===== src/rtl/mult_pkg.sv =====
// mult_pkg: types, default sizes and sizing helpers shared by the Wallace tree multiplier blocks.
package mult_pkg;

   typedef enum logic [1:0] {IDLE, ADD, DONE} cpa_state_t;

   localparam int WIDTH_DEF = 32;
   localparam int CHUNK_DEF = 8;

   function automatic int nchunk(input int width, input int chunk);
      return width / chunk;
   endfunction

   // Index width never drops below one bit, even for a single chunk.
   function automatic int idx_width(input int n);
      return (n < 2) ? 1 : $clog2(n);
   endfunction

endpackage


===== src/rtl/cpa_chunk_add.sv =====
// cpa_chunk_add: combinational W-bit adder with carry in and carry out.
module cpa_chunk_add #(
   parameter int W = 8
) (
   input  logic [W-1:0] a_i,
   input  logic [W-1:0] b_i,
   input  logic         cin_i,
   output logic [W-1:0] s_o,
   output logic         cout_o
);

   assign {cout_o, s_o} = {1'b0, a_i} + {1'b0, b_i} + {{W{1'b0}}, cin_i};

endmodule


===== src/rtl/cpa_serial_adder.sv =====
// cpa_serial_adder: resolves the compressor tree sum/carry pair into a binary result, CHUNK bits per cycle.
module cpa_serial_adder
   import mult_pkg::*;
#(
   parameter int WIDTH = WIDTH_DEF,
   parameter int CHUNK = CHUNK_DEF
) (
   input  logic             clk,
   input  logic             rst,
   input  logic             in_valid,
   output logic             in_ready,
   input  logic [WIDTH-1:0] sum_vec,
   input  logic [WIDTH-1:0] carry_vec,
   output logic             out_valid,
   input  logic             out_ready,
   output logic [WIDTH-1:0] result,
   output logic             cout
);

   localparam int NCHUNK = nchunk(WIDTH, CHUNK);
   localparam int IW     = idx_width(NCHUNK);

   if (WIDTH % CHUNK != 0) begin : g_bad_width
      $error("cpa_serial_adder: WIDTH must be a multiple of CHUNK");
   end

   cpa_state_t       state_q, state_d;
   logic [IW-1:0]    idx_q, idx_d;
   logic             carry_q, carry_d;
   logic [WIDTH-1:0] sum_q, sum_d;
   logic [WIDTH-1:0] cvec_q, cvec_d;
   logic [WIDTH-1:0] result_q, result_d;
   logic             cout_q, cout_d;
   logic [CHUNK-1:0] chunk_s;
   logic             chunk_co;

   // Operand copies shift right each cycle so the adder always sees their low chunk.
   cpa_chunk_add #(.W(CHUNK)) u_add (
      .a_i   (sum_q[CHUNK-1:0]),
      .b_i   (cvec_q[CHUNK-1:0]),
      .cin_i (carry_q),
      .s_o   (chunk_s),
      .cout_o(chunk_co)
   );

   always_comb begin
      state_d  = state_q;
      idx_d    = idx_q;
      carry_d  = carry_q;
      sum_d    = sum_q;
      cvec_d   = cvec_q;
      result_d = result_q;
      cout_d   = cout_q;
      if (state_q == IDLE && in_valid) begin
         sum_d   = sum_vec;
         cvec_d  = carry_vec;
         carry_d = 1'b0;
         idx_d   = '0;
         state_d = ADD;
      end else if (state_q == ADD) begin
         result_d[idx_q*CHUNK +: CHUNK] = chunk_s;
         carry_d = chunk_co;
         sum_d   = sum_q >> CHUNK;
         cvec_d  = cvec_q >> CHUNK;
         idx_d   = idx_q + IW'(1);
         if (idx_q == IW'(NCHUNK - 1)) begin
            cout_d  = chunk_co;
            state_d = DONE;
         end
      end else if (state_q == DONE && out_ready) begin
         state_d = IDLE;
      end
   end

   always_ff @(posedge clk) begin
      if (rst) begin
         state_q  <= IDLE;
         idx_q    <= '0;
         carry_q  <= 1'b0;
         sum_q    <= '0;
         cvec_q   <= '0;
         result_q <= '0;
         cout_q   <= 1'b0;
      end else begin
         state_q  <= state_d;
         idx_q    <= idx_d;
         carry_q  <= carry_d;
         sum_q    <= sum_d;
         cvec_q   <= cvec_d;
         result_q <= result_d;
         cout_q   <= cout_d;
      end
   end

   assign in_ready  = (state_q == IDLE) && !rst;
   assign out_valid = (state_q == DONE);
   assign result    = result_q;
   assign cout      = cout_q;

endmodule


===== config.mk =====
export PLATFORM = sky130hd
export DESIGN_NAME = cpa_serial_adder
export DESIGN_NICKNAME = d
export VERILOG_FILES = /design/src/rtl/mult_pkg.sv /design/src/rtl/cpa_chunk_add.sv /design/src/rtl/cpa_serial_adder.sv
export SDC_FILE = /design/constraint.sdc
export NUM_CORES = 1
export LEC_CHECK = 0
export ABC_AREA = 0
export CAP_MARGIN = 20
export CORE_MARGIN = 10
export CORE_UTILIZATION = 53
export DETAILED_ROUTE_END_ITERATION = 8
export PLACE_DENSITY = 0.84
export REMOVE_ABC_BUFFERS = 1
export SYNTH_ARGS = -nofsm -noshare
export SYNTH_HDL_FRONTEND = slang
export SYNTH_SLANG_ARGS = --single-unit

===== constraint.sdc =====
create_clock -name clk -period 5.99 [get_ports clk]
set_input_delay 1.797 -clock clk [delete_from_list [all_inputs] [get_ports clk]]
set_output_delay 1.797 -clock clk [all_outputs]
set_load 0.05 [all_outputs]

==> reports/results.tsv, run 1 <==
stage	metric	value	unit
synth	yosys_warnings	0	
worst_setup_path	crit_type	in2out	
outcome	status	finished clean	
die	die_h	111	µm
worst_setup_path	slowest_stage	clkdlybuf4s50_1	
timing	finalSetupViolations	0	
cts	clock_sinks	102	
placement	portBuffers	102	
cts	cts_root_buffer	clkbuf_8	
cts	cts_tree	done	
power	power_frac_clock	30.2	%
timing	rsz0062_at_grt	false	
die	start_util	55.5	%
route	drt_iter0_markers	172	
synth	syn_area	4350	µm²
synth	synthFlopType	dfxtp_1	
worst_setup_path	endpoint	in_ready	
cts	post_cts_resized	0	
power	p_comb_share	16.8	%
placement	dp_cells	669	
run	maxCapViolCount	0	
global_route	grt_pass1_wl	18500	µm
hold_path	worst_hold_path_type	reg2reg	
final_layout	area_delta_synth_final	28.1	%
synth	synth_top_cell_area_share	46.9	%
worst_setup_path	path_max_fanout	2	
timing	period_needed	4790	ps
placement	place_ws	1200	ps
power	leakage	1.93	nW
route	route.detailed.drc	0	
global_route	grt_usage	17.2	%
route	routed_wl	11200	µm
worst_setup_path	cp.depth	3	
placement	placedInstanceArea	5390	µm²
route	met1_length	4830	µm
route	dr_total_vias	3955	
route	ant_nets	0	
route	dr_wl_met3	816	µm
timing	max_freq	0.209	GHz
final_layout	nets	661	
placement	place_congestion	0.789	
global_route	grt_max_degree	84	
global_route	overflow	0	
power	sequentialPowerShare	52.9	%
power	p_per_area	249	nW/µm²
final_layout	drive_above_1_share	4.64	%
timing	slew_headroom	32.5	%
final_layout	final-seq-area	2040	µm²
die	row_count	32	
global_route	grt_pass1_vias	3910	
cts	clk_pin_slew	90	ps
cts	clk_latency	360	ps
synth	synth_top_area_cell	dfxtp_1	
timing	slew_violations	0	
worst_setup_path	slowest_delay	860	ps
power	irDropWorstVdd	0.146	mV
die	core	7850	µm²
cts	cts_buffers	9	
power	p_sw	0.380	mW
synth	syn_inst	498	
die	io_pins	103	
power	cellInternalPower	1.01	mW
worst_setup_path	crit_buf_inv	2	
timing	setup_slack	1200	ps
global_route	antenna_found_initial	0	
worst_setup_path	cp.arrival	3000	ps
die	die_w	111	µm
worst_setup_path	critPathCaptureType	primary output	
route	vias_per_cell	5.78	
timing	final.setup_skew	12.6	ps
final_layout	antenna_cells	0	
placement	place_hpwl	8070	µm
cts	cts.path.max_buffers	2	
synth	post_synth_num_cell_types	42	
worst_setup_path	crit_chain	buf_2 > nor3_1 > clkdlybuf4s50_1	
timing	period_share	80.0	%
hold_path	worstHoldPathCells	2	
route	met2_length	5350	µm
worst_setup_path	rr_worst_depth	4	
route	first_pass_iters	5	
worst_setup_path	reg2reg_slack	3570	ps
cts	ctsHoldBuffers	0	
synth	seq_area_frac_synth	46.9	%
timing	setup-tns-final	0	ps
timing	final_hold_viol_count	0	
worst_setup_path	cp.required	4190	ps
synth	syn_area_per_cell	8.74	µm²
worst_setup_path	cp-startpoint	rst	
worst_setup_path	r2r_end	result[19]	
power	power_switching_share	27.4	%
worst_setup_path	cp_top_family	buffers and inverters	
synth	ys_seq_elements	102	
synth	ys_async_sr_fraction	0	%
route	highest_layer	met4	
cts	cts.htree.levels	3	
synth	synthTopCellsByArea	dfxtp_1 (47%), a22oi_1 (10%), a21oi_1 (8.9%), nand2_1 (6.6%), ha_1 (3.7%)	
die	dieArea	12200	µm²
final_layout	multi_input_area	2140	µm²
synth	synth_edf_count	0	
final_layout	fin_area	5580	µm²
route	wl_per_cell	16.3	µm
final_layout	final_cells	684	
worst_setup_path	r2r_start	state_q[0]	
timing	worst_pin_slew	1010	ps
final_layout	fillCellCount	642	
cts	post_cts_buffers	0	
worst_setup_path	critPathLaunchType	input port	
-- cells in the mapped netlist, types with 2 or more instances --
| cell type | count |
|---|---|
| a21boi_0 | 2 |
| a21o_1 | 2 |
| a22oi_1 | 60 |
| o211ai_1 | 6 |
| nor3_1 | 3 |
| buf_2 | 7 |
| fa_1 | 2 |
| xnor2_1 | 3 |
| nand2b_1 | 6 |
| buf_1 | 6 |
| o21ai_0 | 19 |
| nand2_1 | 77 |
| clkbuf_1 | 22 |
| a211oi_1 | 4 |
| nor2_1 | 19 |
| nand3_1 | 18 |
| a221o_1 | 2 |
| ha_1 | 13 |
| inv_1 | 9 |
| a21oi_1 | 77 |
| dfxtp_1 | 102 |
| nor2b_1 | 4 |
| or3b_1 | 2 |
| nand3b_1 | 14 |
| a31oi_1 | 2 |
-- flip-flops by register name, summed over array words and instances (netlist names) --
register / count
carry_q: 1
cout: 1
cvec_q: 32
idx_q: 2
result: 32
state_q: 2
sum_q: 32
-- stage by stage --
stage               util [%]  total power, mW  hold WS [ps]
global placement        68.7            0.972           441
floorplan                  -            0.879           430
global route            71.0             1.45           476
CTS                     71.0             1.39           459
finish                  71.0             1.39           456
detailed placement      68.7            0.982           447
-- layer usage --
layer | vias up | track usage (%)
li1 | 1941 | -
met1 | 1873 | 20.7
met2 | 125 | 28.1
met3 | 16 | 5.67
met4 | 0 | 5.96
met5 | - | 0
-- placed cells by master, fill, tap and decap left out, types with 2 or more instances in the layout --
cell / n
a211oi_1: 4
a21boi_0: 2
a21o_1: 2
a21oi_1: 77
a221o_1: 2
a22oi_1: 60
a31oi_1: 2
buf_4: 4
clkbuf_8: 9
clkdlybuf4s50_1: 101
clkinv_2: 2
clkinvlp_4: 2
dfxtp_1: 102
fa_1: 2
ha_1: 13
inv_1: 9
nand2_1: 77
nand2b_1: 6
nand3_1: 18
nand3b_1: 14
nor2_1: 18
nor2b_1: 3
nor3_1: 3
o211ai_1: 6
o21ai_0: 19
or3b_1: 2
xnor2_1: 3
-- kinds of logic (layout without fill, tap and decap cells) --
logic type / after synthesis / after routing / synth area share (%)
compound gates: 178 / 178 / 25.4
simple gates: 153 / 153 / 17.8
flops: 102 / 102 / 46.9
buf+inv: 46 / 130 / 4.43
fa+ha+maj: 15 / 15 / 4.66
xor+xnor: 4 / 4 / 0.805
-- layout make-up --
cell class,instances,area share [%]
Timing Repair Buffer,106,18.8
Sequential cell,102,36.6
Inverter,9,0.606
Clock buffer,9,2.22
Multi-Input combinational cell,350,38.4
Clock inverter,6,1.14
Tap cell,102,2.29
-- worst reg2reg max path, cell delays in order, from the launching register on --
cell      delay (ps)
dfxtp_1          590
nand2b_1         620
nor4_4           610
or3b_1           400
a31oi_1          130
-- power by group through the flow --
stage                     combinational (mW)  sequential (mW)  clock (mW)
after global routing                   0.256            0.739       0.453
after floorplan                        0.124            0.755           0
final                                  0.233            0.734       0.419
after detailed placement               0.232            0.750           0
after CTS                              0.233            0.734       0.424
after global placement                 0.225            0.748           0
-- worst min-delay path by stage --
stage          startpoint    endpoint  slack [ps]
6_report        sum_q[19]   sum_q[19]         460
3_5_place_dp   cvec_q[14]  cvec_q[14]         450
5_1_grt         sum_q[20]   sum_q[20]         480
4_1_cts        cvec_q[14]  cvec_q[14]         460
2_1_floorplan  cvec_q[10]  cvec_q[10]         430
3_3_place_gp   cvec_q[21]  cvec_q[21]         440
No activity file was read; power rests on OpenSTA's default activity.
==> run 2: changes to the inputs <==
--- a/config.mk
+++ b/config.mk
@@ -8,9 +8,9 @@
 export ABC_AREA = 0
 export CAP_MARGIN = 20
 export CORE_MARGIN = 10
-export CORE_UTILIZATION = 53
+export CORE_UTILIZATION = 50
 export DETAILED_ROUTE_END_ITERATION = 8
-export PLACE_DENSITY = 0.84
+export PLACE_DENSITY = 0.8
 export REMOVE_ABC_BUFFERS = 1
 export SYNTH_ARGS = -nofsm -noshare
 export SYNTH_HDL_FRONTEND = slang
==> constraint.sdc (replaced) <==
create_clock -name clk -period 4.43 [get_ports clk]
set_input_delay 1.329 -clock clk [delete_from_list [all_inputs] [get_ports clk]]
set_output_delay 1.329 -clock clk [all_outputs]
set_load 0.05 [all_outputs]
==> run 2 against run 1 <==
Effect of this change: first-iteration DRC count grew 19%; cell count grew 0.44%; register-to-register slack lost 1500 ps; utilization shrank 4.4 points; global-route usage shrank 0.72 points.
==> reports/results.tsv, run 2 (same netlist as run 1, synthesis figures left out) <==
stage	metric	value	unit
outcome	status	finished clean	
die	row_count	33	
final_layout	final_cell_mix	dfxtp_1 (102), clkdlybuf4s50_1 (101), nand2_1 (77), a21oi_1 (77), a22oi_1 (60)	
global_route	overflow	0	
route	first_pass_iters	5	
global_route	grt_max_degree	68	
worst_setup_path	crit_type	in2out	
timing	slew_violations	0	
timing	finalSetupViolations	0	
final_layout	fillCellCount	677	
worst_setup_path	cp.required	3100	ps
power	leakage	1.92	nW
power	irDropWorstVdd	0.217	mV
final_layout	final_cells	687	
timing	fin_hold_ws	458	ps
power	power_frac_clock	28.5	%
power	power_switching_share	26.9	%
final_layout	fin_area	5560	µm²
power	cellInternalPower	1.34	mW
die	die_w	113	µm
cts	ctsHoldBuffers	0	
timing	period_needed	3770	ps
timing	final.setup_skew	6.85	ps
power	p_sw	0.492	mW
worst_setup_path	cp.arrival	2440	ps
placement	place_congestion	0.755	
route	wl_per_cell	16.0	µm
global_route	grt_pass1_wl	18000	µm
final_layout	postLayoutCoreUtil	66.7	%
route	routed_wl	11000	µm
timing	rsz0062_at_grt	false	
timing	period_share	85.2	%
worst_setup_path	critPathLaunchType	input port	
timing	setup-tns-final	0	ps
worst_setup_path	cp.depth	3	
power	p_per_area	329	nW/µm²
worst_setup_path	cp_top_family	buffers and inverters	
placement	portBuffers	102	
route	dr_total_vias	3893	
run	maxCapViolCount	0	
cts	cts.path.max_buffers	2	
power	sequentialPowerShare	54.3	%
final_layout	nets	661	
die	start_util	52.2	%
route	vias_per_cell	5.67	
timing	max_freq	0.265	GHz
final_layout	area_delta_synth_final	27.8	%
cts	clk_pin_slew	90	ps
timing	setup_slack	658	ps
timing	worst_pin_slew	1030	ps
worst_setup_path	rr_worst_depth	7	
timing	final_hold_viol_count	0	
worst_setup_path	critPathCaptureType	primary output	
cts	post_cts_buffers	0	
worst_setup_path	path_max_fanout	2	
hold_path	worst_hold_path_type	reg2reg	
route	ant_nets	0	
worst_setup_path	crit_chain	buf_4 > nor3_1 > clkdlybuf4s50_1	
cts	cts_tree	done	
timing	slew_headroom	30.9	%
route	drt_iter0_markers	205	
global_route	grt_pass1_vias	3746	
final_layout	layout_commonest_cell	dfxtp_1	
final_layout	antenna_cells	0	
worst_setup_path	crit_buf_inv	2	
cts	cts.htree.levels	3	
die	dieArea	12800	µm²
cts	clk_latency	360	ps
global_route	grt_usage	16.5	%
placement	placedInstanceArea	5390	µm²
cts	cts_root_buffer	clkbuf_8	
global_route	antenna_found_initial	0	
worst_setup_path	slowest_delay	840	ps
hold_path	worstHoldPathCells	2	
placement	place_hpwl	7830	µm
die	core	8340	µm²
placement	dp_cells	672	
final_layout	drive_above_1_share	4.12	%
power	p_comb_share	17.2	%
cts	cts_buffers	9	
power	finalPower	1.83	mW
die	die_h	113	µm
placement	place_ws	651	ps
die	io_pins	103	
cts	clock_sinks	102	
route	route.detailed.drc	0	
worst_setup_path	slowest_stage	clkdlybuf4s50_1	
cts	post_cts_resized	0	
-- run 2: power groups by stage --
stage               Sequential, mW  Clock (mW)  Combinational [mW]
floorplan                     1.02           0               0.167
global placement              1.01           0               0.306
detailed placement            1.01           0               0.315
CTS                          0.992       0.529               0.317
global route                 0.998       0.569               0.346
finish                       0.992       0.521               0.315
-- run 2: layout make-up --
class                           count  area, µm²  area share, %
Timing Repair Buffer              106       1050           18.9
Clock buffer                       14        163           2.92
Sequential cell                   102       2040           36.7
Tap cell                          105        131           2.36
Multi-Input combinational cell    350       2140           38.4
Clock inverter                      1       5.00         0.0900
Inverter                            9       33.8          0.607
-- run 2: tightest hold or removal path, stage by stage, from the launching register on --
cell and delay [ps]:
dfxtp_1 320, nand2_1 50, a21oi_1 50
-- run 2: worst paths after layout --
check / from / slack [ps] / end
worst min-delay path: cvec_q[21] / 460 / cvec_q[21]
worst max-delay path: rst / 660 / in_ready
worst max register to register: carry_q / 2060 / result[30]
worst min register to register: cvec_q[21] / 460 / cvec_q[21]
-- run 2: layer usage --
layer	vias to the layer above	track usage, %	share of wire [%]
met1	1832	20.0	43
li1	1941	-	-
met5	-	0	0
met3	11	7.24	9.7
met4	0	4.65	0.88
met2	109	26.0	47
==> run 3: changes to the inputs <==
--- a/config.mk
+++ b/config.mk
@@ -10,6 +10,7 @@
 export CORE_MARGIN = 10
 export CORE_UTILIZATION = 50
 export DETAILED_ROUTE_END_ITERATION = 8
+export HOLD_SLACK_MARGIN = 0.12
 export PLACE_DENSITY = 0.8
 export REMOVE_ABC_BUFFERS = 1
 export SYNTH_ARGS = -nofsm -noshare
==> results of run 3 <==
The final DEF is identical to that of run 2; final timing and power are the same.
